## src/rtl/linebuffer_pkg.sv

```systemverilog
// Shared state encoding, counter-width helpers and window slot indexing for stream_linebuffer.
package linebuffer_pkg;

    typedef enum logic [1:0] {
        FILL  = 2'd0,
        RUN   = 2'd1,
        DRAIN = 2'd2
    } lb_state_e;

    function automatic int cnt_w(input int n);
        return (n > 1) ? $clog2(n) : 1;
    endfunction

    function automatic int win_idx(input int r, input int c, input int ch, input int k, input int nch);
        return (r * k + c) * nch + ch;
    endfunction

endpackage

```

## src/rtl/line_delay.sv

```systemverilog
// One image row of delay: DEPTH-deep shift register of pixels that advances only when en is high.
module line_delay #(
    parameter int DEPTH = 8,
    parameter int WIDTH = 8
) (
    input  logic             clock,
    input  logic             reset,
    input  logic             en,
    input  logic [WIDTH-1:0] din,
    output logic [WIDTH-1:0] dout
);

    logic [DEPTH-1:0][WIDTH-1:0] mem_q, mem_d;

    always_comb begin
        mem_d = mem_q;
        if (en) mem_d = {mem_q[DEPTH-2:0], din};
    end

    always_ff @(posedge clock or negedge reset) begin
        if (!reset) mem_q <= '0;
        else        mem_q <= mem_d;
    end

    assign dout = mem_q[DEPTH-1];

endmodule

```

## src/rtl/stream_linebuffer.sv

```systemverilog
// Streaming KxK window generator with stride decimation and valid/ready on both sides.
// Define LINEBUF_WEIGHT_LATCH_EN to add the weights/filter ports latched once per frame.
module stream_linebuffer
    import linebuffer_pkg::*;
#(
    parameter int KERNEL_SIZE = 3,
    parameter int IMG_WIDTH   = 8,
    parameter int IMG_HEIGHT  = 8,
    parameter int POINT_WIDTH = 8,
    parameter int CHANNELS    = 1,
    parameter int STRIDE      = 1
) (
    input  logic                                                  clock,
    input  logic                                                  reset,
    input  logic                                                  in_valid,
    output logic                                                  in_ready,
    input  logic [POINT_WIDTH*CHANNELS-1:0]                       in_data,
    output logic                                                  out_valid,
    input  logic                                                  out_ready,
    output logic [POINT_WIDTH*CHANNELS*KERNEL_SIZE*KERNEL_SIZE-1:0] window,
    output logic                                                  out_last
`ifdef LINEBUF_WEIGHT_LATCH_EN
    ,
    input  logic [POINT_WIDTH*CHANNELS*KERNEL_SIZE*KERNEL_SIZE-1:0] weights,
    output logic [POINT_WIDTH*CHANNELS*KERNEL_SIZE*KERNEL_SIZE-1:0] filter
`endif
);

    localparam int K    = KERNEL_SIZE;
    localparam int PXW  = POINT_WIDTH * CHANNELS;
    localparam int CW   = cnt_w(IMG_WIDTH);
    localparam int RW   = cnt_w(IMG_HEIGHT);
    localparam int SW   = cnt_w(STRIDE);
    localparam logic [CW-1:0] COL_LAST = CW'(IMG_WIDTH - 1);
    localparam logic [CW-1:0] COL_K1   = CW'(K - 1);
    localparam logic [RW-1:0] ROW_LAST = RW'(IMG_HEIGHT - 1);
    localparam logic [RW-1:0] ROW_K1   = RW'(K - 1);
    localparam logic [RW-1:0] ROW_K2   = RW'(K - 2);
    localparam logic [SW-1:0] PH_LAST  = SW'(STRIDE - 1);

    lb_state_e                       state_q, state_d;
    logic [CW-1:0]                   col_q, col_d;
    logic [RW-1:0]                   row_q, row_d;
    logic [SW-1:0]                   col_ph_q, col_ph_d, row_ph_q, row_ph_d;
    logic                            out_valid_q, out_valid_d, out_last_q, out_last_d;
    logic [K-1:0][K-1:0][PXW-1:0]    win_q, win_d;
    logic [K-2:0][PXW-1:0]           ld_din, tap;
    logic                            accept, last_col, last_row, emit;

    assign in_ready  = (state_q != DRAIN) && (!out_valid_q || out_ready);
    assign accept    = in_valid && in_ready;
    assign out_valid = out_valid_q;
    assign out_last  = out_last_q;
    assign last_col  = (col_q == COL_LAST);
    assign last_row  = (row_q == ROW_LAST);

    // tap[0] is the previous row, tap[K-2] the oldest row held
    for (genvar i = 0; i < K - 1; i++) begin : g_ld
        if (i == 0) begin : g_head
            assign ld_din[i] = in_data;
        end else begin : g_chain
            assign ld_din[i] = tap[i-1];
        end
        line_delay #(.DEPTH(IMG_WIDTH), .WIDTH(PXW)) u_ld (
            .clock (clock),
            .reset (reset),
            .en    (accept),
            .din   (ld_din[i]),
            .dout  (tap[i])
        );
    end

    for (genvar r = 0; r < K; r++) begin : g_row
        for (genvar c = 0; c < K; c++) begin : g_col
            assign window[(K*K*CHANNELS - CHANNELS - win_idx(r, c, 0, K, CHANNELS))*POINT_WIDTH +: PXW] = win_q[r][c];
        end
    end

    always_comb begin
        state_d     = state_q;
        col_d       = col_q;
        row_d       = row_q;
        col_ph_d    = col_ph_q;
        row_ph_d    = row_ph_q;
        win_d       = win_q;
        out_valid_d = out_valid_q;
        out_last_d  = out_last_q;
        emit        = 1'b0;
        if (out_ready) begin
            out_valid_d = 1'b0;
            out_last_d  = 1'b0;
        end
        if (accept) begin
            col_d    = last_col ? '0 : col_q + 1'b1;
            // phases count (pos-(K-1)) mod STRIDE once the window fits
            col_ph_d = (last_col || col_q < COL_K1 || col_ph_q == PH_LAST) ? '0 : col_ph_q + 1'b1;
            if (last_col) begin
                row_d    = last_row ? '0 : row_q + 1'b1;
                row_ph_d = (last_row || row_q < ROW_K1 || row_ph_q == PH_LAST) ? '0 : row_ph_q + 1'b1;
            end
            for (int r = 0; r < K; r++)
                for (int c = 0; c < K - 1; c++)
                    win_d[r][c] = win_q[r][c+1];
            for (int r = 0; r < K - 1; r++)
                win_d[r][K-1] = tap[K-2-r];
            win_d[K-1][K-1] = in_data;
            emit = (row_q >= ROW_K1) && (col_q >= COL_K1) && (row_ph_q == '0) && (col_ph_q == '0);
            if (emit) begin
                out_valid_d = 1'b1;
                out_last_d  = last_col && last_row;
            end
        end
        case (state_q)
            FILL:    if (accept && last_col && row_q == ROW_K2) state_d = RUN;
            RUN:     if (accept && last_col && last_row) state_d = DRAIN;
            DRAIN:   if (out_valid_q && out_ready && out_last_q) state_d = FILL;
            default: state_d = FILL;
        endcase
    end

    always_ff @(posedge clock or negedge reset) begin
        if (!reset) begin
            state_q     <= FILL;
            col_q       <= '0;
            row_q       <= '0;
            col_ph_q    <= '0;
            row_ph_q    <= '0;
            win_q       <= '0;
            out_valid_q <= 1'b0;
            out_last_q  <= 1'b0;
        end else begin
            state_q     <= state_d;
            col_q       <= col_d;
            row_q       <= row_d;
            col_ph_q    <= col_ph_d;
            row_ph_q    <= row_ph_d;
            win_q       <= win_d;
            out_valid_q <= out_valid_d;
            out_last_q  <= out_last_d;
        end
    end

`ifdef LINEBUF_WEIGHT_LATCH_EN
    logic [POINT_WIDTH*CHANNELS*K*K-1:0] filter_q, filter_d;

    // sampled on the frame's first pixel so a whole frame sees one coefficient set
    always_comb begin
        filter_d = filter_q;
        if (accept && row_q == '0 && col_q == '0) filter_d = weights;
    end

    always_ff @(posedge clock or negedge reset) begin
        if (!reset) filter_q <= '0;
        else        filter_q <= filter_d;
    end

    assign filter = filter_q;
`endif

endmodule

```

## config.mk

```make
export PLATFORM = sky130hd
export DESIGN_NAME = stream_linebuffer
export DESIGN_NICKNAME = d
export VERILOG_FILES = /design/src/rtl/linebuffer_pkg.sv /design/src/rtl/line_delay.sv /design/src/rtl/stream_linebuffer.sv
export SDC_FILE = /design/constraint.sdc
export NUM_CORES = 1
export LEC_CHECK = 0
export CAP_MARGIN = 15
export CORE_UTILIZATION = 57
export CTS_CLUSTER_DIAMETER = 200
export CTS_CLUSTER_SIZE = 25
export DETAILED_ROUTE_END_ITERATION = 10
export GPL_ROUTABILITY_DRIVEN = 0
export PLACE_DENSITY = 0.82
export SETUP_SLACK_MARGIN = 0.05
export SYNTH_ARGS = -nofsm -noshare
export SYNTH_HDL_FRONTEND = slang
export SYNTH_SLANG_ARGS = --single-unit
```

## constraint.sdc

```tcl
create_clock -name clock -period 4.1 [get_ports clock]
set_input_delay 0.82 -clock clock [delete_from_list [all_inputs] [get_ports clock]]
set_output_delay 0.82 -clock clock [all_outputs]
set_load 0.005 [all_outputs]
```

# --- Word level (Yosys, flattened, before mapping) ---
# Index checks and enable logic that the tools add are counted.
totals:
  inputBits: 12
  output_inout_bits: 75
  wordCells: 79
  register_bits: 164
classes:
  n_reduce_logical: 20
  muxes: 14
  order_cmp: 4
  bitwise_logic: 2
  addsub: 4
  n_eq_ne: 9
ops:
  columns: ["op", "n"]
  rows:
  - ["$logic_and A1 B1 Y1", 11]
  - ["$mux W1", 8]
  - ["$ne A2 B2 Y1 const B", 4]
  - ["$add A3 B1 Y3 const B", 2]
  - ["$eq A3 B3 Y1 const B", 2]
  - ["$ge A3 B2 Y1 const B", 2]
  - ["$lt A3 B2 Y1 const B", 2]
  - ["$mux W2", 3]
  - ["$mux W3", 2]
  - ["$pmux W2 S3", 1]
  - ["$logic_or A1 B1 Y1", 5]
  - ["$eq A3 B1 Y1 const B", 1]
  - ["$reduce_and A3 Y1", 1]
  - ["$add A1 B1 Y1 const B", 2]
  - ["$eq A2 B1 Y1 const B", 1]
  - ["$eq A2 B2 Y1 const B", 1]
  - ["$logic_not A2 Y1", 1]
  - ["$not A1 Y1", 2]
  - ["$reduce_and A2 Y1", 1]
  - ["$logic_not A1 Y1", 1]

# --- Depth between registers and ports, before layout ---
# Gate-level depths: netlist of the first run.
depth:
  word_depth: 8
  mapped_depth: 6
  ltp_nobuf: 6

# --- Modules after synthesis ---
# A second synthesis of the first run with hierarchy kept.
hier_totals:
  hier_cells: 493
  hier_area_um2: 8765.9
modules_own_cells:
  columns: ["module", "area_each_um2", "cells_per_inst", "n_inst", "seq_area_each_um2"]
  rows:
  - ["line_delay", 2738.9, 143, 2, 1601.5]
  - ["stream_linebuffer", 3288.2, 207, 1, 2102.0]

# --- Worst setup path before layout of the first run ---
# Ideal clock, no wire load.
synth_timing:
  path_type: "input to output"
  startpoint: "input port out_ready"
  endpoint: "output port in_ready"
  setup_slack_ns: 2.119
  path_buffers: 0
  stages: 2
  required_time_ns: 3.280
  t_arrival_ns: 1.161
  cell_sequence: "nand2b_2 and2_1"
synth_between:
  elab_chain_cells: 2
synth_lines:
  columns: ["element", "line_no", "rtl"]
  rows:
  - ["start: declaration", "stream_linebuffer.sv:19", "input logic out_ready,"]
  - ["$logic_or A1 B1 Y1", "stream_linebuffer.sv:50", "assign in_ready = (state_q != DRAIN) && (!out_valid_q || out_ready);"]
  - ["$logic_and A1 B1 Y1", "stream_linebuffer.sv:50", null]
  - ["end: declaration", "stream_linebuffer.sv:16", "output logic in_ready,"]
# No other way between the ends.

# --- Worst setup path in the final report of the first run ---
# Same ends and word-level chain as after synthesis.

==> summary.md, run 1 <==
| Metric | Value |
|---|---|
| Tightest Pin Transition | `968.9 ps` |
| Initial core utilization | `0.5879` |
| Largest net degree at the start of global routing | `111` |
| Hold Buf Count CTS | `0` |
| Post-synth top area cell | `dfrtp_1` |
| Hold depth | `2` |
| DRT Pass-1 Iters | `7` |
| Non-Filler Instances | `between 900 and 1000` |
| DIE WIDTH | `around 110 um` |
| Worst hold-check path type | `register to register` |
| Internal Pwr Total | `0.004197 W` |
| Fmax | `337.6 MHz` |
| Peak VDD IR | `between 0.0003 and 0.0004 V` |
| Power Density | `760.0 mW/mm^2` |
| WP data required | `~3300 ps` |
| CTS sink cnt | `between 150 and 200` |
| Post-synthesis cell type count | `26` |
| Mapped Avg Cell Area | `just over 9 um^2` |
| Root buffer cell | `clkbuf_16` |
| Post-Place Cells | `900` |
| DR DRC count | `14` |
| Routed WL | `11.61 mm` |
| Top sig layer | `met4` |
| Layout Nets | `795` |
| Total gr overflow | `0` |
| Post-synth EDFFs | `0` |
| Clock share of power | `0.273` |
| Leak pwr | `4.276 nW` |
| Yosys warning count | `0` |
| Die area | `~0.012 mm^2` |
| Post-route ant nets | `0` |
| CTS tree | `yes` |
| Unrepaired setup endpoints after global routing | `false` |
| Clk_lat worst skew | `roughly 420 ps` |
| WS Path Type | `input port to primary output` |
| Worst-path clk slew | `roughly 60 ps` |
| I/O pins | `between 80 and 90` |
| Setup Skew | `between 5 and 6 ps` |
| Crit path max fanout | `5` |
| Worst reg2reg startpoint | `state_q[1]$_DFFE_PN0P_` |
| Final setup viols | `0` |
| Logic gate share of total power | `0.260` |
| R2r worst-path depth | `5` |
| Initial antenna violation count | `0` |
| Initial drt markers | `approximately 320` |
| Rows | `39` |
| Crit. End Element | `primary output` |
| Post-CTS Setup Repair Bufs | `0` |
| Diodes inserted | `0` |
| Status | `finished, violations left` |
| Area grow syn2layout | `16.23%` |
| Post-Syn Nets | `approximately 770` |
| Crit. Startpoint | `out_ready` |
| Synthesized instance count | `748` |
| # port buffers | `86` |
| Max transition margin | `0.3541` |
| Reg-to-Reg End | `g_ld[0].u_ld.mem_q[29]$_DFFE_PN0N_` |
| Max-cap violations | `0` |
| Seq pwr share | `0.467` |
| Metal3 WL | `~510 um` |
| Final Power | `0.005980 W` |
| Chip height | `111.0 um` |
| Commonest cells in the netlist | `nand2_1, dfrtp_1, buf_4` |
| Finished Core Util | `0.6833` |
| DR vias/cell | `about 5.0` |
| Critical path capture point | `in_ready` |
| Area share of the largest cell type after synthesis | `0.6062` |
| TritonCTS buffer count | `17` |
| First-pass GRT wire length | `20.33 mm` |
| P_sw | `roughly 0.0018 W` |
| Clock H-tree levels | `4` |
| Final Hold Violating Endpoints | `0` |
| Slew Viols, Final | `0` |
| Wire length per cell | `between 10 and 15 um` |
| Setup TNS | `0 ps` |
| Wire length on met2 | `~5.9 mm` |
| Min cycle time layout | `roughly 3000 ps` |
| Crit path launch type | `input port` |
| Max clock buf depth | `2` |
| Resized cells post-CTS | `0` |
| Crit path arrival time | `2140 ps` |
| Share of layout cells above drive strength 1 | `0.05330` |
| Most frequent cell after synthesis | `nand2_1` |
| Asr flop ratio synth | `1.000` |
| Via count | `4654` |
| Seq/Total Area, Yosys | `0.6062` |
| Switching Fraction | `0.2982` |
| R2R Setup Slk | `between 2000 and 2500 ps` |
| Core box area | `roughly 0.012 mm^2` |
| DP Wirelength | `roughly 7.3 mm` |
| Failing checks | `design-rule violations` |
| Vias in the first global route | `~4700` |
| Yosys reg bits | `about 160` |
| Gr usage total | `0.2075` |
| Synth top area cells | `dfrtp_1, nand2_1, buf_4, buf_6, ha_1` |
| Post-Syn Area | `between 0.006 and 0.007 mm^2` |
| Period utilisation layout | `0.7224` |
| Main flop type after synthesis | `dfrtp_1` |
| Routed metal-1 wire length | `~5 mm` |
metal layers:
metal / up-vias / track usage
li1: 2269 / -
met1: 2271 / 0.2314
met2: 101 / 0.3736
met5: - / 0
met4: 0 / 0.09132
met3: 13 / 0.05303
worst max-delay path, cell delays in order:
cell             delay [ps]
clkdlybuf4s50_1         500
nand2b_2                190
and2_1                  140
clkdlybuf4s50_1         490
stage by stage:
step / setup slack [ps] / cell area (um^2) / hold slack (ps)
floorplan: 2119 / 6770 / 437.5
global placement: 1176 / 7254 / 447.7
detailed placement: 1148 / 7254 / 451.1
CTS: 1142 / 7869 / 467.0
global route: 1096 / 7869 / 484.3
finish: 1138 / 7869 / 461.5
flip-flops by register name, indices dropped and copies added, names as in the netlist:
register,flops
g_ld.u_ld.mem_q,88
window,48
g_ld.u_ld.dout,16
col_q,3
row_q,3
state_q,2
col_ph_q,1
out_last,1
out_valid,1
row_ph_q,1
worst min path at each step:
stage                                            start                            endpoint  slack [ps]
finish                g_ld[0].u_ld.dout[2]$_DFFE_PN0N_   g_ld[1].u_ld.mem_q[2]$_DFFE_PN0N_         460
global route          g_ld[0].u_ld.dout[1]$_DFFE_PN0N_   g_ld[1].u_ld.mem_q[1]$_DFFE_PN0N_         480
CTS                 g_ld[0].u_ld.mem_q[35]$_DFFE_PN0N_  g_ld[0].u_ld.mem_q[43]$_DFFE_PN0N_         470
detailed placement  g_ld[0].u_ld.mem_q[35]$_DFFE_PN0N_  g_ld[0].u_ld.mem_q[43]$_DFFE_PN0N_         450
global placement    g_ld[0].u_ld.mem_q[35]$_DFFE_PN0N_  g_ld[0].u_ld.mem_q[43]$_DFFE_PN0N_         450
floorplan           g_ld[0].u_ld.mem_q[24]$_DFFE_PN0N_  g_ld[0].u_ld.mem_q[32]$_DFFE_PN0N_         440
final cells by class:
cell class	instances	area [um^2]
clock inverter	11	157.7
tap	143	178.9
clock buffer	20	456.7
timing repair buffer	91	937.1
sequential	164	4104
inverter	4	15.01
multi-input combinational	498	2019
fill	886	3647
power groups by stage:
stage | Combinational, W | Clock, W | Sequential (W)
6_report | 0.00155 | 0.00164 | 0.00279
5_1_grt | 0.00176 | 0.00174 | 0.00289
4_1_cts | 0.00159 | 0.00167 | 0.00280
3_5_place_dp | 0.00157 | 0 | 0.00282
3_3_place_gp | 0.00151 | 0 | 0.00277
2_1_floorplan | 0.00105 | 0 | 0.00270
cell families after synthesis:
| logic type | count (synthesis) | synth area share |
|---|---|---|
| buffers and inverters | 86 | 0.09665 |
| DFF | 164 | 0.6062 |
| AOI/OAI and AO/OA | 7 | 0.006653 |
| muxes | 2 | 0.003142 |
| adders and majority gates | 7 | 0.01294 |
| and+or+nand+nor | 482 | 0.2744 |
cells in the final DEF (no fill, tap or decap):
cell type        Yosys  routed
nand2_1            463     463
clkbuf_1             2       1
nor4_1               1       1
nor2_1               3       3
o32ai_1              1       1
nand4_1              1       1
nand3_4              0       1
nand2b_1             1       1
or3_1                1       1
and2_1               3       3
ha_1                 7       7
buf_6               17       1
dfrtp_1            164     164
clkdlybuf4s50_1      0      85
clkbuf_16            0      17
inv_1                4       4
a31oi_1              1       1
nand2b_2             2       2
nand3_1              1       1
clkbuf_8             0       2
buf_12               0       3
a21o_1               2       2
and3_4               1       1
o21ai_0              3       3
bufinv_16            0       4
buf_4               50       2
clkinvlp_4           0       1
nor3_1               3       3
mux2i_1              1       1
mux2_2               1       1
nand2_2              1       1
clkinv_2             0       6
(Power assumes the default switching activity.)
==> inputs of run 2 (changes only) <==
--- a/config.mk
+++ b/config.mk
@@ -6,12 +6,12 @@
 export NUM_CORES = 1
 export LEC_CHECK = 0
 export CAP_MARGIN = 15
-export CORE_UTILIZATION = 57
+export CORE_UTILIZATION = 55
 export CTS_CLUSTER_DIAMETER = 200
 export CTS_CLUSTER_SIZE = 25
 export DETAILED_ROUTE_END_ITERATION = 10
 export GPL_ROUTABILITY_DRIVEN = 0
-export PLACE_DENSITY = 0.82
+export PLACE_DENSITY = 0.79
 export SETUP_SLACK_MARGIN = 0.05
 export SYNTH_ARGS = -nofsm -noshare
 export SYNTH_HDL_FRONTEND = slang
==> constraint.sdc (replaced) <==
create_clock -name clock -period 3.1 [get_ports clock]
set_input_delay 0.62 -clock clock [delete_from_list [all_inputs] [get_ports clock]]
set_output_delay 0.62 -clock clock [all_outputs]
set_load 0.005 [all_outputs]
==> run 2 against run 1 <==
The run now ends clean. Non-clock buffer count is 3 higher. Clock power grew 26%. Utilization shrank 2.6 points. Register-to-register slack got worse by 650 ps. Via count fell by 1.2%. Global-route usage is 0.11 points lower. Routed wire length up 1.5%. Die area grew 3.6%. Cell count is 0.54% higher. Power rose by 31%. Clock skew is 2.0 ps higher.
==> summary.md, run 2 (synthesis gave the netlist of run 1 again) <==
| Metric | Value |
|---|---|
| DIE WIDTH | `113.0 um` |
| Worst-path clk slew | `approximately 60 ps` |
| Seq pwr share | `0.471` |
| Leak pwr | `4.286 nW` |
| TritonCTS buffer count | `17` |
| Core box area | `between 0.01 and 0.015 mm^2` |
| Final setup viols | `0` |
| Post-route ant nets | `0` |
| Peak VDD IR | `0.0006042 V` |
| Final Hold Violating Endpoints | `0` |
| Largest net degree at the start of global routing | `about 120` |
| CTS sink cnt | `164` |
| First-pass GRT wire length | `20.60 mm` |
| Clock H-tree levels | `4` |
| CP max stage delay | `490 ps` |
| Root buffer cell | `clkbuf_16` |
| Switching Fraction | `0.2986` |
| CTS tree | `yes` |
| Share of layout cells above drive strength 1 | `0.05323` |
| WS Path Type | `input port to primary output` |
| Wire length per cell | `12.59 um` |
| WP data required | `~2500 ps` |
| Chip height | `~110 um` |
| Total gr overflow | `0` |
| Via count | `4597` |
| Critical-path top delay cell | `clkdlybuf4s50_1` |
| Logic gate share of total power | `0.265` |
| Initial core utilization | `0.5636` |
| Resized cells post-CTS | `0` |
| Period utilisation layout | `0.8259` |
| Tightest Pin Transition | `between 700 and 800 ps` |
| Initial antenna violation count | `0` |
| Layout Nets | `798` |
| Hold Buf Count CTS | `0` |
| Cell mode on critical path | `clkdlybuf4s50_1` |
| Largest register FFs | `a little under 90` |
| Die area | `between 0.01 and 0.015 mm^2` |
| DRT Pass-1 Iters | `5` |
| Crit path arrival time | `slightly below 2000 ps` |
| Area grow syn2layout | `16.58%` |
| Critical path, cell by cell | `clkdlybuf4s50_1 -> nand2b_2 -> and2_1 -> clkdlybuf4s50_1` |
| I/O pins | `87` |
| Fmax | `~400 MHz` |
| Post-CTS Setup Repair Bufs | `0` |
| Non-Filler Instances | `936` |
| Most common cell after layout, fill and taps aside | `nand2_1` |
| Post-Place Cells | `approximately 910` |
| Diodes inserted | `0` |
| Clock share of power | `0.264` |
| Routed WL | `about 12 mm` |
| R2R Setup Slk | `1540 ps` |
| Max-cap violations | `0` |
| Power Density | `~990 mW/mm^2` |
| # port buffers | `86` |
| DR DRC count | `0` |
| Unrepaired setup endpoints after global routing | `false` |
| Setup Skew | `7.592 ps` |
| Gr usage total | `0.2064` |
| Rows | `40` |
| Min cycle time layout | `2560 ps` |
| Initial drt markers | `approximately 290` |
| Top reg by flops | `g_ld.u_ld.mem_q` |
| Crit. End Element | `primary output` |
| DP Wirelength | `between 7 and 8 mm` |
| Max transition margin | `0.5120` |
| Clk_lat worst skew | `420 ps` |
| P_sw | `between 0.002 and 0.0025 W` |
| DR vias/cell | `4.911` |
| Crit path launch type | `input port` |
| Vias in the first global route | `4576` |
| Slew Viols, Final | `0` |
| Fillcell total | `slightly below 1000` |
| Commonest non-fill, non-tap cells in the layout | `nand2_1, dfrtp_1, clkdlybuf4s50_1` |
| Max clock buf depth | `2` |
| Setup TNS | `0 ps` |
| Crit path max fanout | `5` |
| Worst hold-check path type | `input port to async pin` |
| Internal Pwr Total | `approximately 0.0055 W` |
| Status | `complete, no violations` |
run 2: path summary, 6_finish.rpt:
kind / start / end / depth (start not counted)
setup / recovery: out_ready / in_ready / 4
hold / removal: reset / window[58]$_DFFE_PN0N_ / 1
setup reg to reg: state_q[1]$_DFFE_PN0P_ / g_ld[0].u_ld.mem_q[39]$_DFFE_PN0N_ / 5
hold reg to reg: g_ld[0].u_ld.mem_q[46]$_DFFE_PN0N_ / g_ld[0].u_ld.mem_q[54]$_DFFE_PN0N_ / 2
max in group asynchronous: reset / g_ld[1].u_ld.mem_q[25]$_DFFE_PN0N_ / 2
min in group clock: g_ld[0].u_ld.mem_q[46]$_DFFE_PN0N_ / g_ld[0].u_ld.mem_q[54]$_DFFE_PN0N_ / 2
run 2: worst max-delay path: cells and delay by family:
family,cells,cell delay [ps]
buffers and inverters,2,980
and+or+nand+nor,2,330
run 2: area by class of cell:
class,instances,area (um^2),share of cell area
timing repair buffer,94,984.7,0.1248
inverter,4,15.01,0.001902
clock buffer,25,515.5,0.06531
clock inverter,4,70.07,0.008878
multi-input combinational,498,2019,0.2559
sequential,164,4104,0.5200
tap,147,183.9,0.02330
run 2: power by group through the flow:
stage | logic (W) | clock network, W | registers (W)
CTS | 0.00212 | 0.00211 | 0.00369
finish | 0.00207 | 0.00207 | 0.00369
global placement | 0.00201 | 0 | 0.00367
detailed placement | 0.00210 | 0 | 0.00372
global route | 0.00236 | 0.00220 | 0.00381
floorplan | 0.00139 | 0 | 0.00357
run 2: layer usage:
metal	up-vias	global-route usage	wire length [um]
met2	89	0.3354	5794
met5	-	0	0
met1	2224	0.2565	5233
met3	9	0.06909	646
li1	2275	-	-
met4	0	0.08333	109
run 2: per-stage QoR:
stage | total power, W | utilization | hold slack [ps] | worst slack, ps | instance area [um^2]
floorplan | 0.004960 | - | 324.4 | 1519 | 6770
global placement | 0.005685 | 0.6083 | 447.0 | 574.0 | 7307
detailed placement | 0.005816 | 0.6083 | 450.8 | 559.3 | 7307
CTS | 0.007922 | 0.6571 | 258.8 | 549.5 | 7893
global route | 0.008374 | 0.6571 | 278.7 | 474.8 | 7893
finish | 0.007825 | 0.6571 | 229.5 | 539.7 | 7893
==> RTL edit (flow settings as in run 2) <==
Re-encode `lb_state_e` (3 states) as one-hot, 3 bits wide.
--- a/src/rtl/linebuffer_pkg.sv
+++ b/src/rtl/linebuffer_pkg.sv
@@ -1,10 +1,10 @@
 // Shared state encoding, counter-width helpers and window slot indexing for stream_linebuffer.
 package linebuffer_pkg;
 
-    typedef enum logic [1:0] {
-        FILL  = 2'd0,
-        RUN   = 2'd1,
-        DRAIN = 2'd2
+    typedef enum logic [2:0] {
+        FILL  = 3'b001,
+        RUN   = 3'b010,
+        DRAIN = 3'b100
     } lb_state_e;
 
     function automatic int cnt_w(input int n);
Check against the original RTL: no difference found for any inputs over 10 cycles, from zero or initial values and one cycle with reset low; not proved beyond that.
==> RTL edit against run 2 <==
Synthesized area decreased by 0.43%; power increased by 3.1%; critical path type unchanged; cell area increased by 0.87%; highest routed layer unchanged; register-to-register slack got worse by 190 ps; worst setup slack improved by 11 ps; largest power group unchanged; sequential cell count increased by 1; via count increased by 1.1%; routed wire length increased by 3.0%.
==> RTL edit: results (changes against run 2) <==
stage	metric	value	unit	change
drt	dr.pass1.iters	4		-1
layout	drive_gt1_share	5.76	%	+0.44 points
setup_path	crit_family	buffers and inverters		
place	dp_hpwl	7520	um	+3.8%
clock_network	numCtsBuffers	17		unchanged
clock_network	post_cts_resized	0		unchanged
power_and_ir_drop	p_sw_share	30.1	%	+0.29 points
clock_network	post_cts_buffers	0		unchanged
layout	largest_reg_flops	88		unchanged
layout	regMostFlops	g_ld.u_ld.mem_q		
setup_path	crit_arrival	1930	ps	
drt	drtIter0Drc	359		+25%
setup_path	critPathMaxFanout	4		-1
drt	routed_wl	12100	um	+3.0%
layout	finalNetCount	803		+0.63%
status	outcome	complete, no violations		
drt	drc	0		unchanged
power_and_ir_drop	clkPwrFrac	26.7	%	+0.3 points
clock_network	h-tree-depth	4		unchanged
power_and_ir_drop	ir_drop	539	uV	-11%
power_and_ir_drop	p_leak	4.28	nW	about the same
synth	synth.net_count	771		+0.52%
synth	ys_seq_area_share	61.3	%	+0.65 points
global_route	grt_overflow	0		unchanged
clock_network	cts.path.max_buffers	2		unchanged
global_route	grtUsageTotal	20.6	%	-0.036 points
global_route	grt_max_degree	85		-26%
setup_path	max_stage_delay	450	ps	-40 ps
global_route	grt_antenna_before_repair	0		unchanged
sta	tightest_slew	719	ps	-12.5 ps
drt	vias	4647		+1.1%
synth	synth_commonest_cells	nand2_1 (465), dfrtp_1 (164), buf_4 (64)		
synth	ys.flop_type	dfrtp_1		
synth	yosys_warnings	0		unchanged
setup_path	reg2reg_setup_slack	1350	ps	-190 ps
layout	n_fill_cell	945		-2.6%
clock_network	clock_latency	420	ps	about the same
synth	ys_types	27		+3.8%
layout	antenna_cells	0		unchanged
sta	skew	7.48	ps	-0.108 ps
clock_network	cts_root_buf	clkbuf_16		
worst_hold_path	hp-class	input pin to asynchronous set/reset pin		
synth	async_flop_share	100	%	unchanged
global_route	grt_pass1_vias	4367		-4.6%
global_route	grt_pass1_wl	20500	um	-0.40%
place	portBuffers	86		unchanged
clock_network	clk_pin_slew	60	ps	about the same
setup_path	cpMaxStageDelayCell	clkdlybuf4s50_1		
synth	synth_area_leaders	dfrtp_1 (61%), nand2_1 (26%), buf_4 (7.1%), buf_2 (1.3%), ha_1 (1.1%)		
[RTL edit: cell count changes after synthesis, sizes merged, moves of 2 or more]
cell | run 2 | this run
buf | 80 | 82
nor3b | 0 | 2
nor2 | 3 | 7
nand2b | 3 | 1
a21o | 2 | 0
and2 | 3 | 1
clkbuf | 2 | 0
nor2b | 0 | 3
[RTL edit: path summary, 6_finish.rpt]
path                                        start                      to  cells after the start
max in group asynchronous                   reset              window[45]                      2
min in group clock         g_ld[1].u_ld.mem_q[32]  g_ld[1].u_ld.mem_q[40]                      2
min                                         reset              window[52]                      1
min reg2reg                g_ld[1].u_ld.mem_q[32]  g_ld[1].u_ld.mem_q[40]                      2
max reg2reg                            state_q[0]   g_ld[1].u_ld.mem_q[5]                      5
max                                     out_ready                in_ready                      4
[RTL edit: layout make-up]
cell class	instances	area (um^2)	share of cell area [%]
clock buffers	24	502	6.30
clock inverters	8	120	1.51
inverters	3	11.3	0.141
multi-input cells	503	2030	25.6
flip-flops and latches	165	4130	51.9
well taps	147	184	2.31
repair buffers	95	980	12.3
[RTL edit: per-layer routing]
metal / vias to the layer above / wire length (um) / GRT usage, %
met5: - / 0 / 0
met4: 0 / 135 / 6.58
met3: 15 / 698 / 6.70
met2: 120 / 5800 / 33.3
met1: 2206 / 5500 / 26.6
li1: 2306 / - / -
[RTL edit: power groups by stage]
stage	Combinational [mW]	Sequential (mW)	Clock, mW
final	2.13	3.78	2.16
after global routing	2.41	3.90	2.30
after CTS	2.17	3.78	2.20
after detailed placement	2.15	3.80	0
after global placement	2.05	3.74	0
after floorplan	1.39	3.63	0
[RTL edit: cell families after synthesis]
logic type,count (synthesis),synth area share [%]
and+or+nand+nor,488,28.0
muxes,2,0.334
adders and majority gates,6,1.11
DFF,165,61.3
AOI/OAI and AO/OA,7,0.687
buffers and inverters,85,8.63
[RTL edit: through the flow]
stage / cells / hold slack, ps / setup slack, ps / instance area, um^2
floorplan: 753 / 324 / 1560 / 6740
global placement: 913 / 447 / 587 / 7340
detailed placement: 913 / 450 / 540 / 7340
CTS: 945 / 269 / 540 / 7960
global route: 945 / 291 / 480 / 7960
finish: 945 / 233 / 551 / 7960
